[src/rtl/peripheral_pkg.sv]
// Shared definitions for the memory-mapped timer peripheral.
// Holds the register offset map (Address[4:2]), TCON bit positions and the
// default window base address used by peripheral_timer_bus.
package peripheral_pkg;

  localparam logic [31:0] BASE_ADDR_DEFAULT = 32'h4000_0000;

  // Word offsets inside the 32-byte window.
  localparam logic [2:0] OFF_TH      = 3'd0;
  localparam logic [2:0] OFF_TL      = 3'd1;
  localparam logic [2:0] OFF_TCON    = 3'd2;
  localparam logic [2:0] OFF_LED     = 3'd3;
  localparam logic [2:0] OFF_SYSTICK = 3'd4;

  // TCON bit indices.
  localparam int TCON_EN = 0;
  localparam int TCON_IE = 1;
  localparam int TCON_IS = 2;

endpackage

[src/rtl/peripheral_timer_bus_reload_timer.sv]
// reload_timer: programmable reload counter with sticky interrupt status.
// Ports:
//   clk, reset    - clock, synchronous active-low reset
//   i_we          - bus write strobe (already qualified by the window hit)
//   i_sel         - register offset being written
//   i_wdata       - bus write data
//   o_th, o_tl    - reload value and counter, for the read mux
//   o_tcon        - {IS, IE, EN}
//   o_irq         - interrupt request, level of TCON[IS]
module reload_timer
  import peripheral_pkg::*;
(
  input  logic        clk,
  input  logic        reset,
  input  logic        i_we,
  input  logic [2:0]  i_sel,
  input  logic [31:0] i_wdata,
  output logic [31:0] o_th,
  output logic [31:0] o_tl,
  output logic [2:0]  o_tcon,
  output logic        o_irq
);

  logic [31:0] r_th;
  logic [31:0] r_tl;
  logic [2:0]  r_tcon;

  logic w_wr_th;
  logic w_wr_tl;
  logic w_wr_tcon;
  logic w_overflow;

  assign w_wr_th    = i_we && (i_sel == OFF_TH);
  assign w_wr_tl    = i_we && (i_sel == OFF_TL);
  assign w_wr_tcon  = i_we && (i_sel == OFF_TCON);
  assign w_overflow = r_tcon[TCON_EN] && (r_tl == 32'hFFFF_FFFF);

  // NOTE: sequential state uses non-blocking assignments so every register
  // samples the pre-edge values; later assignments in this block override
  // earlier ones, which is how bus writes take priority over the timer.
  always_ff @(posedge clk) begin
    if (!reset) begin
      r_th   <= '0;
      r_tl   <= '0;
      r_tcon <= '0;
    end else begin
      // A bus write to TL cancels the whole count/reload event, including
      // the interrupt it would have raised.
      if (r_tcon[TCON_EN] && !w_wr_tl) begin
        if (w_overflow) begin
          r_tl <= r_th;  // old TH, even if TH is written on this edge
          if (r_tcon[TCON_IE])
            r_tcon[TCON_IS] <= 1'b1;
        end else begin
          r_tl <= r_tl + 32'd1;
        end
      end

      if (w_wr_th)   r_th   <= i_wdata;
      if (w_wr_tl)   r_tl   <= i_wdata;
      if (w_wr_tcon) r_tcon <= i_wdata[2:0];
    end
  end

  assign o_th   = r_th;
  assign o_tl   = r_tl;
  assign o_tcon = r_tcon;
  assign o_irq  = r_tcon[TCON_IS];

endmodule

[src/rtl/peripheral_timer_bus.sv]
// peripheral_timer_bus: MEM-stage bus responder for a 32-byte window holding
// a reload timer, a free-running SYSTICK counter and an LED register.
// Ports:
//   clk, reset   - clock, synchronous active-low reset
//   Address      - byte address from the MEM stage; Address[4:2] selects
//   Write_data   - store data
//   MemRead      - load strobe (gates Read_data)
//   MemWrite     - store strobe (commits on the rising edge)
//   Read_data    - combinational load data, zero when not selected
//   hit          - Address lies in this window, independent of strobes
//   irq          - timer interrupt request
//   led          - LED register contents
module peripheral_timer_bus
  import peripheral_pkg::*;
#(
  parameter logic [31:0] BASE_ADDR = BASE_ADDR_DEFAULT,
  parameter int          LED_W     = 8
) (
  input  logic             clk,
  input  logic             reset,
  input  logic [31:0]      Address,
  input  logic [31:0]      Write_data,
  input  logic             MemRead,
  input  logic             MemWrite,
  output logic [31:0]      Read_data,
  output logic             hit,
  output logic             irq,
  output logic [LED_W-1:0] led
);

  logic [2:0]       w_offset;
  logic             w_we;
  logic [31:0]      w_th;
  logic [31:0]      w_tl;
  logic [2:0]       w_tcon;
  logic             w_unused;

  logic [LED_W-1:0] r_led;
  logic [31:0]      r_systick;

  assign hit      = (Address[31:5] == BASE_ADDR[31:5]);
  assign w_offset = Address[4:2];
  assign w_we     = MemWrite && hit;
  // Byte lanes are not supported; accesses are always full words.
  assign w_unused = &{1'b0, Address[1:0]};

  reload_timer u_timer (
    .clk     (clk),
    .reset   (reset),
    .i_we    (w_we),
    .i_sel   (w_offset),
    .i_wdata (Write_data),
    .o_th    (w_th),
    .o_tl    (w_tl),
    .o_tcon  (w_tcon),
    .o_irq   (irq)
  );

  // SYSTICK ignores bus writes; it only counts.
  always_ff @(posedge clk) begin
    if (!reset) begin
      r_led     <= '0;
      r_systick <= '0;
    end else begin
      r_systick <= r_systick + 32'd1;
      if (w_we && (w_offset == OFF_LED))
        r_led <= Write_data[LED_W-1:0];
    end
  end

  assign led = r_led;

  // NOTE: Read_data gets a default before the case so no path leaves it
  // unassigned, which would otherwise infer a latch.
  always_comb begin
    Read_data = '0;
    if (MemRead && hit) begin
      case (w_offset)
        OFF_TH:      Read_data = w_th;
        OFF_TL:      Read_data = w_tl;
        OFF_TCON:    Read_data = {29'd0, w_tcon};
        OFF_LED:     Read_data = {{(32-LED_W){1'b0}}, r_led};
        OFF_SYSTICK: Read_data = r_systick;
        default:     Read_data = '0;
      endcase
    end
  end

endmodule

[config.mk]
export PLATFORM = sky130hd
export DESIGN_NAME = peripheral_timer_bus
export DESIGN_NICKNAME = d
export VERILOG_FILES = /design/src/rtl/peripheral_pkg.sv /design/src/rtl/peripheral_timer_bus_reload_timer.sv /design/src/rtl/peripheral_timer_bus.sv
export SDC_FILE = /design/constraint.sdc
export NUM_CORES = 1
export LEC_CHECK = 0
export CORE_AREA = 2 2 133 167
export CTS_CLUSTER_DIAMETER = 150
export DETAILED_ROUTE_END_ITERATION = 12
export DIE_AREA = 0 0 135 169
export DONT_BUFFER_PORTS = 1
export PLACE_DENSITY_LB_ADDON = 0.2
export REMOVE_ABC_BUFFERS = 1
export SLEW_MARGIN = 20
export SYNTH_ARGS = -nofsm -noshare
export SYNTH_HDL_FRONTEND = slang
export SYNTH_HIERARCHICAL = 1
export SYNTH_SLANG_ARGS = --single-unit
[constraint.sdc]
create_clock -name clk -period 4.2 [get_ports clk]
set_input_delay 0.63 -clock clk [delete_from_list [all_inputs] [get_ports clk]]
set_output_delay 0.63 -clock clk [all_outputs]
set_load 0.01 [all_outputs]
# Yosys cells after proc, flatten, opt, wreduce, memory -nomap -nowiden
# Cells that the tools add are included.
# word_totals
inputBits	68
elab_cells	38
register_bits	107
# op_classes
eq_ne	6
n_mux	9
n_addsub	2
reduce_logical	15
# ops
op	count
$pmux W32 S5	1
$mux W32	4
$add A32 B1 Y32 const B	2
$eq A32 B32 Y1 const B	1
$eq A27 B26 Y1 const B	1
$logic_and A1 B1 Y1	8
$reduce_bool A2 Y1	4
$eq A3 B2 Y1 const B	2
$eq A3 B1 Y1 const B	1
$eq A3 B3 Y1 const B	1
$logic_not A3 Y1	1
$mux W1	3
$mux W3	1
$reduce_and A3 Y1	1
$logic_not A1 Y1	1

# Logic depth before layout (Yosys ltp)
# Gate-level depths: netlist of run 1.
# logic_depth
depth_word	7
ltp_mapped	12
ltp_nobuf	9

# By module
# Netlist of run 1, hierarchy kept.
# by_module_without_submodules
module	area_per_inst_um2	n_inst	cells_each	seq_area_each_um2
reload_timer	3417.0	1	436	1341.3
peripheral_timer_bus	2845.2	1	378	800.8

# Worst setup path before layout of run 1
# No wires, ideal clock.
# synth_timing
path_kind	input-to-reg
startpoint	in Address[15]
endpoint	reg u_timer.r_tl[3] (netlist: u_timer/o_tl[3])
t_arrival_ps	2828
n_path_buf	3
path_stages	11
required_time_ps	4068
path_slack_ps	1240
path_cell_list	nor4b_1 nand4_1 clkbuf_1 nor2_1 and2_1 nor4bb_1 clkbuf_1 clkbuf_1 o21ai_0 a31oi_1 a21oi_1
# synth_via
elab_chain_len	6
# synth_lines
element	line_no	text
start: declaration	peripheral_timer_bus.sv:21	input logic [31:0] Address,
$eq A27 B26 Y1 *	peripheral_timer_bus.sv:41	assign hit = (Address[31:5] == BASE_ADDR[31:5]);
via hit	peripheral_timer_bus.sv:26	output logic hit,
$logic_and A1 B1 Y1 *	peripheral_timer_bus.sv:43	assign w_we = MemWrite && hit;
via w_we	peripheral_timer_bus.sv:32	logic w_we;
$logic_and A1 B1 Y1 *	peripheral_timer_bus_reload_timer.sv:34	assign w_wr_tl = i_we && (i_sel == OFF_TL);
$logic_not A1 Y1	peripheral_timer_bus_reload_timer.sv:49	if (r_tcon[TCON_EN] && !w_wr_tl) begin
$logic_and A1 B1 Y1	peripheral_timer_bus_reload_timer.sv:49	
$reduce_bool A2 Y1 (no source line)	-	
end signal: assignment	peripheral_timer_bus_reload_timer.sv:51	r_tl <= r_th;
end signal: assignment	peripheral_timer_bus_reload_timer.sv:55	r_tl <= r_tl + 32'd1;
end signal: assignment	peripheral_timer_bus_reload_timer.sv:60	if (w_wr_tl) r_tl <= i_wdata;
end: declaration	peripheral_timer_bus_reload_timer.sv:25	logic [31:0] r_tl;
# Mark *: on every way through the listed nets, which the timed path passes. The rest lies on a longest branch.
# A chain may end at the register's enable or synchronous reset.

# Worst setup path in the final report of run 1
# layout_timing
startpoint	in Address[6]
endpoint	out Read_data[23]
# layout_via
elab_chain_len	3
# layout_lines
element	line_no	text
$eq A27 B26 Y1	peripheral_timer_bus.sv:41	
$logic_and A1 B1 Y1	peripheral_timer_bus.sv:77	if (MemRead && hit) begin
$mux W32	peripheral_timer_bus.sv:77	
end: declaration	peripheral_timer_bus.sv:25	output logic [31:0] Read_data,
# Every way passes these cells.

==> results.txt, run 1 <==
Synth async-reset ratio = 0
Initial antenna violation count = 0
Synthesized cell area = 6260 um^2
Leakage power = 0.00199 uW
Dpl ws = 0.842 ns
Avg Inst Size Synth = 7.69 um^2
Pin count of the biggest net entering global routing = 51
Area of the core = 21300 um^2
Crit. End Element = output pin
Met2 Usage GRT = 0.337
Slew headroom = 0.397
Commonest non-fill, non-tap cells in the layout = dfxtp_1 (107), nand2_1 (102), a21oi_1 (92)
First-pass GRT wire length = 33900 um
CP max stage delay = 0.93 ns
Top_reg_cell synth = dfxtp_1
Die height = 169 um
Crit path max fanout = 23
Critical path's top delay family = simple AND/OR/NAND/NOR gates
Vias in the first global route = 5722
Cell row count = 60
ANT cells = 0
Yosys warning count = 6
Sink Count = 107
Hold Violations, Final = 0
Worst Hold Slack = 0.399 ns
Post-DP HPWL = 14500 um
Clock root buffer = clkbuf_16
Endpoints failing setup = 0
Worst clock skew = 0.00624 ns
Post-CTS setup buffer count = 0
Number of cells on the critical path = 5
Hold path cells = 2
Worst vdd ir = 0.000173 V
Total grt overflow = 0
WL final = 22000 um
Core Util, Final = 0.314
Unique masters post-synth = 62
Final worst-path cycle share = 0.779
Worst-skew pair later-pin latency = 0.36 ns
Arrival @ worst endpoint = 2.64 ns
Post-synthesis sequential area ratio = 0.342
Synth Instances = 814
Pwr Total = 1940 uW
Fill cells = 2358
Clk slew on worst S/H paths = 0.07 ns
Total track usage = 0.193
Crit path buf inv count = 1
Worst slew pin tran = 0.905 ns
Clock buffer depth = 2
Most used routing layer = met2
Period minus WS final = 3.27 ns
GP Congestion = 0.758
Area Overhead vs Synth = 7.07%
CTS HTree Levels = 3
Buffers on Ports = 0
Worst Path Required = 3.57 ns
R2R cell count = 8
CP Cell Sequence = nor4_1, nand4_1, buf_4, or4_1, nor2_1
Layout Nets = 844
Met3 GRT Util = 0.0335
Cell Pwr Density = 289 nW/um^2
Worst Hold Class = primary input to flop
Multi-input gate area = 3810 um^2
Boundary Pins = 110
Seq cells post-synth = 107
Met1 GRT Util = 0.240
Die Width = 135 um
Initial Util = 0.294
Max stage delay cell, worst path = or4_1
Routed WL per cell = 20.7 um
Via count = 5979
Cts bufs inserted = 9
Dpl cells = 1042
Max cap viols = 0
Initial DRC Count = 455
Setup crit start kind = primary input
Max Clk Rate = 0.306 GHz
EDFF count, synth = 0
Via/cell ratio = 5.65
Hold buffer count at CTS = 0
CP Class = primary input to output pin
Die area = 22800 um^2
Post-DRT Antenna Nets = 0
Register area = 2140 um^2
Final WS setup = 0.930 ns
1st-pass router iterations = 5
CTS resizes = 0
Share of cells above drive strength 1 = 0.0501
RSZ-0062 raised after global routing = no
Final slew viol count = 0
CTS tree = built
Status = completed
DRC errors left = 0
Commonest non-fill, non-tap cell in the layout = dfxtp_1
Non-filler cells, final = 1058
-- report_power, final --
group	switching (uW)	internal, uW	total (uW)
registers	4.69	1020	1020
clock network	398	468	867
logic	31.3	18.0	49.3
-- worst paths after layout --
kind	from	slack [ns]	end
worst max register to register	u_timer/o_tl[0]	1.19	u_timer/o_tl[20]
worst max-delay path	Address[6]	0.93	Read_data[23]
worst min register to register	u_timer/o_th[22]	0.48	u_timer/o_th[22]
worst min-delay path	Write_data[1]	0.40	u_timer/o_th[1]
-- sequential cells by signal, summed over array words and instances, names as in the netlist --
signal and flops:
led 8, u_timer/o_th 32, u_timer/o_tcon 3, r_systick 32, u_timer/o_tl 32
-- synthesized netlist by cell type (all sizes together), types with 3 or more instances --
cell	number	share of area
nor4b	3	0.0042
and3	14	0.014
dfxtp	107	0.34
a22oi	8	0.0096
mux2i	36	0.058
a2bb2oi	3	0.0042
o22ai	20	0.020
o31ai	6	0.0072
nand4	17	0.018
o31a	3	0.0042
and2	13	0.013
a21oi	92	0.074
xnor2	19	0.027
nor4	19	0.020
or3	8	0.0080
or4	7	0.0090
nand3	43	0.034
nand2	103	0.062
nor2	71	0.043
a221oi	13	0.018
o2bb2ai	4	0.0056
clkbuf	42	0.027
buf	20	0.022
nand2b	6	0.0060
nor3	14	0.012
o21ai	44	0.035
and4	16	0.022
inv	8	0.0048
a31oi	7	0.0070
nor2b	3	0.0030
xor2	17	0.024
-- layer usage --
layer  vias to the layer above  routed length [um]  part of all wire
met5                         -                   0                 0
met4                         0                 373             0.017
met3                        28                1020             0.047
met2                       155               11100              0.50
met1                      2894                9490              0.43
li1                       2902                   -                 -
-- area by class of cell --
type	count	share of cell area
Tap cell	279	0.0521
Clock buffer	15	0.0429
Clock inverter	1	0.000746
Inverter	8	0.00448
Multi-Input combinational cell	637	0.568
Sequential cell	107	0.319
Timing Repair Buffer	11	0.0123
-- worst reg2reg max path: stages (launching register included) --
cell and delay [ns]:
dfxtp_1 0.44, ha_1 0.25, and4_1 0.45, and4_1 0.24, buf_4 0.17, and3_1 0.68, buf_4 0.37, nand2_2 0.08
a311oi_2 0.24
-- cells by family after synthesis --
group | count (synthesis) | share of synthesized area
simple gates | 345 | 0.281
compound gates | 216 | 0.208
flops | 107 | 0.342
buf+inv | 70 | 0.0535
xor+xnor | 36 | 0.0503
fa+ha+maj | 2 | 0.00400
mux | 38 | 0.0611
-- per-stage QoR --
step / TNS (ns) / area (um^2)
floorplan: -29.72 / 5960
global placement: 0 / 6410
detailed placement: 0 / 6410
CTS: 0 / 6710
global route: 0 / 6710
finish: 0 / 6710
Power figures use the tool's default switching activity.
==> run 2, diff against run 1 <==
- clock period: 4.2 -> 2.9 ns (I/O delays scaled with it)
==> results.txt, run 2 (synthesis gave the netlist of run 1 again) <==
Worst slew pin tran = 0.663 ns (-0.242 ns)
Period minus WS final = 2.59 ns
R2R cell count = 6 (-2)
Crit. End Element = output pin
CTS resizes = 0 (unchanged)
Setup crit start kind = primary input
Gate power share = 0.024 (about the same)
Cell Pwr Density = 416 nW/um^2 (+44%)
Die area = 22800 um^2 (unchanged)
Register share of total power = 0.503 (-0.024)
Sink Count = 107 (unchanged)
Clock share of power = 0.474 (+0.026)
Hold path cells = 2 (unchanged)
CP Cell Sequence = nor4b_1, nand4_1, or4_1, buf_4, nor2_1, buf_4
Leakage power = 0.00221 uW (+11%)
Dpl cells = 1078 (+3.5%)
Commonest non-fill, non-tap cell in the layout = dfxtp_1
Critical path's top delay family = simple AND/OR/NAND/NOR gates
Worst hold path endpoint = u_timer/o_th[13]
Internal power = 2300 uW (+53%)
Area Overhead vs Synth = 12.7%
Initial DRC Count = 407 (-11%)
Area of the core = 21300 um^2 (unchanged)
Critical path's most frequent cell = buf_4
Hold buffer count at CTS = 0 (unchanged)
Worst clock skew = 0.00855 ns (+0.00230 ns)
WL final = 21300 um (-3.0%)
RSZ-0062 raised after global routing = no
First-pass GRT wire length = 33000 um (-2.5%)
Worst Hold Slack = 0.199 ns (-0.200 ns)
Share of cells above drive strength 1 = 0.0908 (+0.0407)
Post-DP HPWL = 14800 um (+2.7%)
Max Clk Rate = 0.387 GHz
ANT cells = 0 (unchanged)
Via count = 6026 (+0.79%)
Total grt overflow = 0 (unchanged)
Crit path max fanout = 23 (unchanged)
Commonest non-fill, non-tap cells in the layout = dfxtp_1 (107), nand2_1 (102), a21oi_1 (92)
Die Width = 135 um (unchanged)
Hold Violations, Final = 0 (unchanged)
Endpoints failing setup = 0 (unchanged)
FF-to-FF End = u_timer/o_tl[28]
Dpl cell area = 6730 um^2 (+5.0%)
Initial Util = 0.294 (unchanged)
Worst Path Required = 2.47 ns (-1.10 ns)
GP Congestion = 0.813 (+7.3%)
Final worst-path cycle share = 0.892
Buffers on Ports = 0 (unchanged)
Vias in the first global route = 5605 (-2.0%)
Max stage delay cell, worst path = or4_1
NetSw = 637 uW (+47%)
R2R Setup Slk = 0.52 ns (-0.67 ns)
CTS HTree Levels = 3 (unchanged)
Boundary Pins = 110 (unchanged)
Clk slew on worst S/H paths = 0.08 ns (about the same)
Worst Hold Class = primary input to flop
Slew headroom = 0.558 (+0.161)
Layout Nets = 880 (+4.3%)
Cell row count = 60 (unchanged)
Non-filler cells, final = 1094 (+3.4%)
Worst-skew pair later-pin latency = 0.36 ns (about the same)
Initial antenna violation count = 0 (unchanged)
Reg-to-Reg Start = u_timer/o_tl[1]
Total track usage = 0.186 (-0.00660)
Fill cells = 2349 (-0.38%)
Post-CTS setup buffer count = 0 (unchanged)
1st-pass router iterations = 4 (-1)
Routed WL per cell = 19.5 um (-6.2%)
Final slew viol count = 0 (unchanged)
DRC errors left = 0 (unchanged)
Post-DRT Antenna Nets = 0 (unchanged)
Clock root buffer = clkbuf_16
Sw Ratio = 0.217 (-0.00746)
Setup TNS = 0 ns (unchanged)
Min-delay src = Write_data[13]
CTS tree = built
Arrival @ worst endpoint = 2.15 ns (-0.49 ns)
Pwr Total = 2940 uW (+52%)
Worst vdd ir = 0.000245 V (+42%)
Max cap viols = 0 (unchanged)
Die height = 169 um (unchanged)
CP Class = primary input to output pin
Cts bufs inserted = 9 (unchanged)
Status = completed
Via/cell ratio = 5.51 (-2.5%)
Final instance area = 7060 um^2 (+5.3%)
Clock buffer depth = 2 (unchanged)
Crit path buf inv count = 2 (+1)
Pin count of the biggest net entering global routing = 51 (unchanged)
CP max stage delay = 0.55 ns (-0.38 ns)
==> run 2: changes by cell type in the layout (fill, tap and decap cells not counted), moves of 2 or more <==
cell,previous run,this run
bufinv_16,0,2
clkbuf_8,4,2
buf_12,0,4
buf_4,11,43
==> run 2: area by class of cell <==
type	count	area, um^2	area share
clock buffers	12	256	0.0363
clock inverters	4	72.6	0.0103
inverters	8	30.0	0.00425
multi-input cells	637	3810	0.539
flip-flops and latches	107	2140	0.303
well taps	279	349	0.0494
repair buffers	47	403	0.0571
==> run 2: power groups by stage <==
stage	clock network, uW	logic (uW)	registers, uW
3_3_place_gp	0	71.1	1510
4_1_cts	1420	71.1	1480
2_1_floorplan	0	49.1	1510
5_1_grt	1470	75.4	1480
3_5_place_dp	0	70.9	1510
6_report	1390	70.2	1480
==> run 2: how the worst max path moves through the flow <==
stage / slack, ns / cells after the start / end / from
2_1_floorplan: -2.32 / 8 / u_timer/o_tl[21] / Address[15]
3_3_place_gp: 0.23 / 9 / u_timer/o_tl[3] / Address[15]
3_5_place_dp: 0.23 / 9 / u_timer/o_tl[3] / Address[22]
4_1_cts: 0.30 / 6 / Read_data[23] / Address[15]
5_1_grt: 0.18 / 6 / Read_data[20] / Address[22]
6_report: 0.31 / 6 / Read_data[23] / Address[15]
==> run 2: through the flow <==
step / util / setup WS [ns]
finish: 0.331 / 0.313
global route: 0.331 / 0.182
CTS: 0.331 / 0.299
detailed placement: 0.316 / 0.231
global placement: 0.316 / 0.234
floorplan: - / -2.32
==> run 2: metal layers <==
metal | routed length (um) | track usage | share of wire | vias to the layer above
li1 | - | - | - | 2980
met5 | 0 | 0 | 0 | -
met3 | 1060 | 0.0228 | 0.050 | 21
met2 | 10600 | 0.323 | 0.50 | 170
met1 | 9190 | 0.238 | 0.43 | 2855
met4 | 396 | 0.0625 | 0.019 | 0
==> run 3, diff against run 2 <==
- SYNTH_HIERARCHICAL: 1 -> not set
- clock period: 2.9 -> 3.1 ns (I/O delays scaled with it)
==> results.txt, run 3 <==
Status = completed
Worst-skew pair later-pin latency = 0.36 ns (about the same)
Die area = 22800 um^2 (unchanged)
Vias in the first global route = 5615 (+0.18%)
Setup crit start kind = primary input
Met2 Usage GRT = 0.323 (about the same)
ANT cells = 0 (unchanged)
Met3 GRT Util = 0.0374 (+0.0147)
Via/cell ratio = 5.31 (-3.6%)
Boundary Pins = 110 (unchanged)
Initial DRC Count = 302 (-26%)
Endpoints failing setup = 0 (unchanged)
WL final = 20600 um (-3.2%)
Gate power share = 0.023 (about the same)
Avg Inst Size Synth = 7.98 um^2 (+3.7%)
Most used routing layer = met2
Hold buffer count at CTS = 0 (unchanged)
Sw Ratio = 0.223 (+0.00655)
Area of the core = 21300 um^2 (unchanged)
Layout Nets = 860 (-2.3%)
Post-DRT Antenna Nets = 0 (unchanged)
Crit path max fanout = 8 (-65%)
Fill cells = 2333 (-0.68%)
Post-CTS setup buffer count = 0 (unchanged)
Yosys warning count = 0 (-6)
Clock root buffer = clkbuf_16
Clock buffer depth = 2 (unchanged)
Clock share of power = 0.442 (-0.032)
NetSw = 577 uW (-9.5%)
Unique masters post-synth = 58 (-6.5%)
Sink Count = 107 (unchanged)
Top_reg_cell synth = dfxtp_1
Cell Pwr Density = 367 nW/um^2 (-12%)
Initial antenna violation count = 0 (unchanged)
Die Width = 135 um (unchanged)
Crit. End Element = output pin
Non-filler cells, final = 1073 (-1.9%)
GP Congestion = 0.802 (-1.4%)
RSZ-0062 raised after global routing = no
Post-DP HPWL = 14100 um (-5.2%)
1st-pass router iterations = 4 (unchanged)
Internal power = 2010 uW (-13%)
Via count = 5699 (-5.4%)
Clk slew on worst S/H paths = 0.07 ns (about the same)
Commonest non-fill, non-tap cell in the layout = nor2_1
CTS resizes = 0 (unchanged)
CP Class = primary input to output pin
Cts bufs inserted = 9 (unchanged)
Worst vdd ir = 0.000249 V (+1.7%)
Final worst-path cycle share = 0.830
Worst Path Required = 2.63 ns (+0.16 ns)
Setup TNS = 0 ns (unchanged)
Initial Util = 0.295 (+0.00141)
EDFF count, synth = 0 (unchanged)
Seq cells post-synth = 107 (unchanged)
Max Clk Rate = 0.389 GHz
Post-synthesis sequential area ratio = 0.340 (-0.00163)
Leakage power = 0.00241 uW (+8.7%)
Dpl cells = 1058 (-1.9%)
Worst Hold Class = primary input to flop
CTS tree = built
Worst clock skew = 0.00864 ns (+0.0000941 ns)
Routed WL per cell = 19.2 um (-1.3%)
Area Overhead vs Synth = 11.7%
DRC errors left = 0 (unchanged)
Max cap viols = 0 (unchanged)
Post-synth top area share = 0.340 (-0.00163)
Total grt overflow = 0 (unchanged)
Slew headroom = 0.509 (-0.0495)
Period minus WS final = 2.57 ns
Most numerous cell in the Yosys netlist = nor2_1
Total track usage = 0.184 (-0.00244)
Share of cells above drive strength 1 = 0.0982 (+0.00744)
Worst slew pin tran = 0.736 ns (+0.0732 ns)
Final slew viol count = 0 (unchanged)
Met1 GRT Util = 0.223 (-0.0149)
Top cells by count, synth = nor2_1 (154), dfxtp_1 (107), mux2i_1 (81), a21oi_1 (68), nand3_1 (38)
Hold Violations, Final = 0 (unchanged)
Register share of total power = 0.535 (+0.032)
Synth async-reset ratio = 0 (unchanged)
Leading area contributor after synthesis = dfxtp_1
Synth Instances = 789 (-3.1%)
Worst Hold Slack = 0.235 ns (+0.0359 ns)
Synthesized cell area = 6290 um^2 (+0.48%)
Pin count of the biggest net entering global routing = 48 (-5.9%)
Commonest non-fill, non-tap cells in the layout = nor2_1 (154), dfxtp_1 (106), mux2i_1 (81)
Buffers on Ports = 0 (unchanged)
CTS HTree Levels = 3 (unchanged)
Cell row count = 60 (unchanged)
Arrival @ worst endpoint = 2.11 ns (-0.04 ns)
Synth area leaders = dfxtp_1 (34%), mux2i_1 (13%), nor2_1 (9.2%)
Die height = 169 um (unchanged)
First-pass GRT wire length = 32400 um (-1.9%)
-- run 3: cell count changes after synthesis, moves of 10 or more --
cell	before	now
or3_1	8	22
mux2i_1	36	81
and2_1	13	3
a21oi_1	92	68
nor2_1	71	154
nand2_1	102	28
a221oi_1	13	0
o22ai_1	20	2
-- run 3: cells by family (layout without fill, tap and decap cells) --
kind of cell | Yosys count | count (layout) | share of synthesized area
and+or+nand+nor | 333 | 333 | 0.268
AOI/OAI and AO/OA | 155 | 155 | 0.143
DFF | 107 | 107 | 0.340
muxes | 88 | 88 | 0.141
buffers and inverters | 64 | 69 | 0.0473
xor gates and xnor gates | 40 | 40 | 0.0557
adders and majority gates | 2 | 2 | 0.00398
-- run 3: per-layer routing --
layer,wire [um],up-vias
li1,-,2820
met1,8810,2738
met2,10500,115
met3,954,26
met4,361,0
met5,0,-
-- run 3: final cells by class --
type	instances	area, um^2	area share
Tap cell	279	349	0.0497
Timing Repair Buffer	44	355	0.0506
Inverter	10	37.5	0.00534
Clock inverter	2	10.0	0.00142
Multi-Input combinational cell	618	3860	0.550
Sequential cell	107	2140	0.305
Clock buffer	13	270	0.0385
-- run 3: path summary, 6_finish.rpt --
path,from,end,slack [ns],cells past startpoint
hold / removal,reset,r_systick[1],0.23,1
setup / recovery,Address[6],Read_data[4],0.53,5
setup reg to reg,u_timer.o_tl[0],u_timer.o_tl[26],0.66,8
hold reg to reg,r_systick[18],r_systick[18],0.50,2
-- run 3: power groups by stage --
| stage | Sequential [uW] | Clock (uW) | Combinational, uW |
|---|---|---|---|
| final | 1380 | 1140 | 59.8 |
| after global routing | 1380 | 1240 | 65.6 |
| after CTS | 1380 | 1180 | 61.0 |
| after detailed placement | 1410 | 0 | 60.8 |
| after global placement | 1410 | 0 | 60.8 |
| after floorplan | 1410 | 0 | 40.5 |
-- run 3: worst max-delay path: stages --
cell and delay, ns:
nor4_1 0.26, nand4_1 0.25, nor3_2 0.42, nand3_1 0.38, nor2_1 0.33
-- run 3: stage by stage --
| stage | area (um^2) | utilization | total power [uW] | worst slack [ns] |
|---|---|---|---|---|
| 2_1_floorplan | 6030 | - | 1450 | 0.0745 |
| 3_3_place_gp | 6750 | 0.316 | 1470 | 0.534 |
| 3_5_place_dp | 6750 | 0.316 | 1470 | 0.497 |
| 4_1_cts | 7030 | 0.330 | 2620 | 0.491 |
| 5_1_grt | 7030 | 0.330 | 2690 | 0.283 |
| 6_report | 7030 | 0.330 | 2580 | 0.527 |
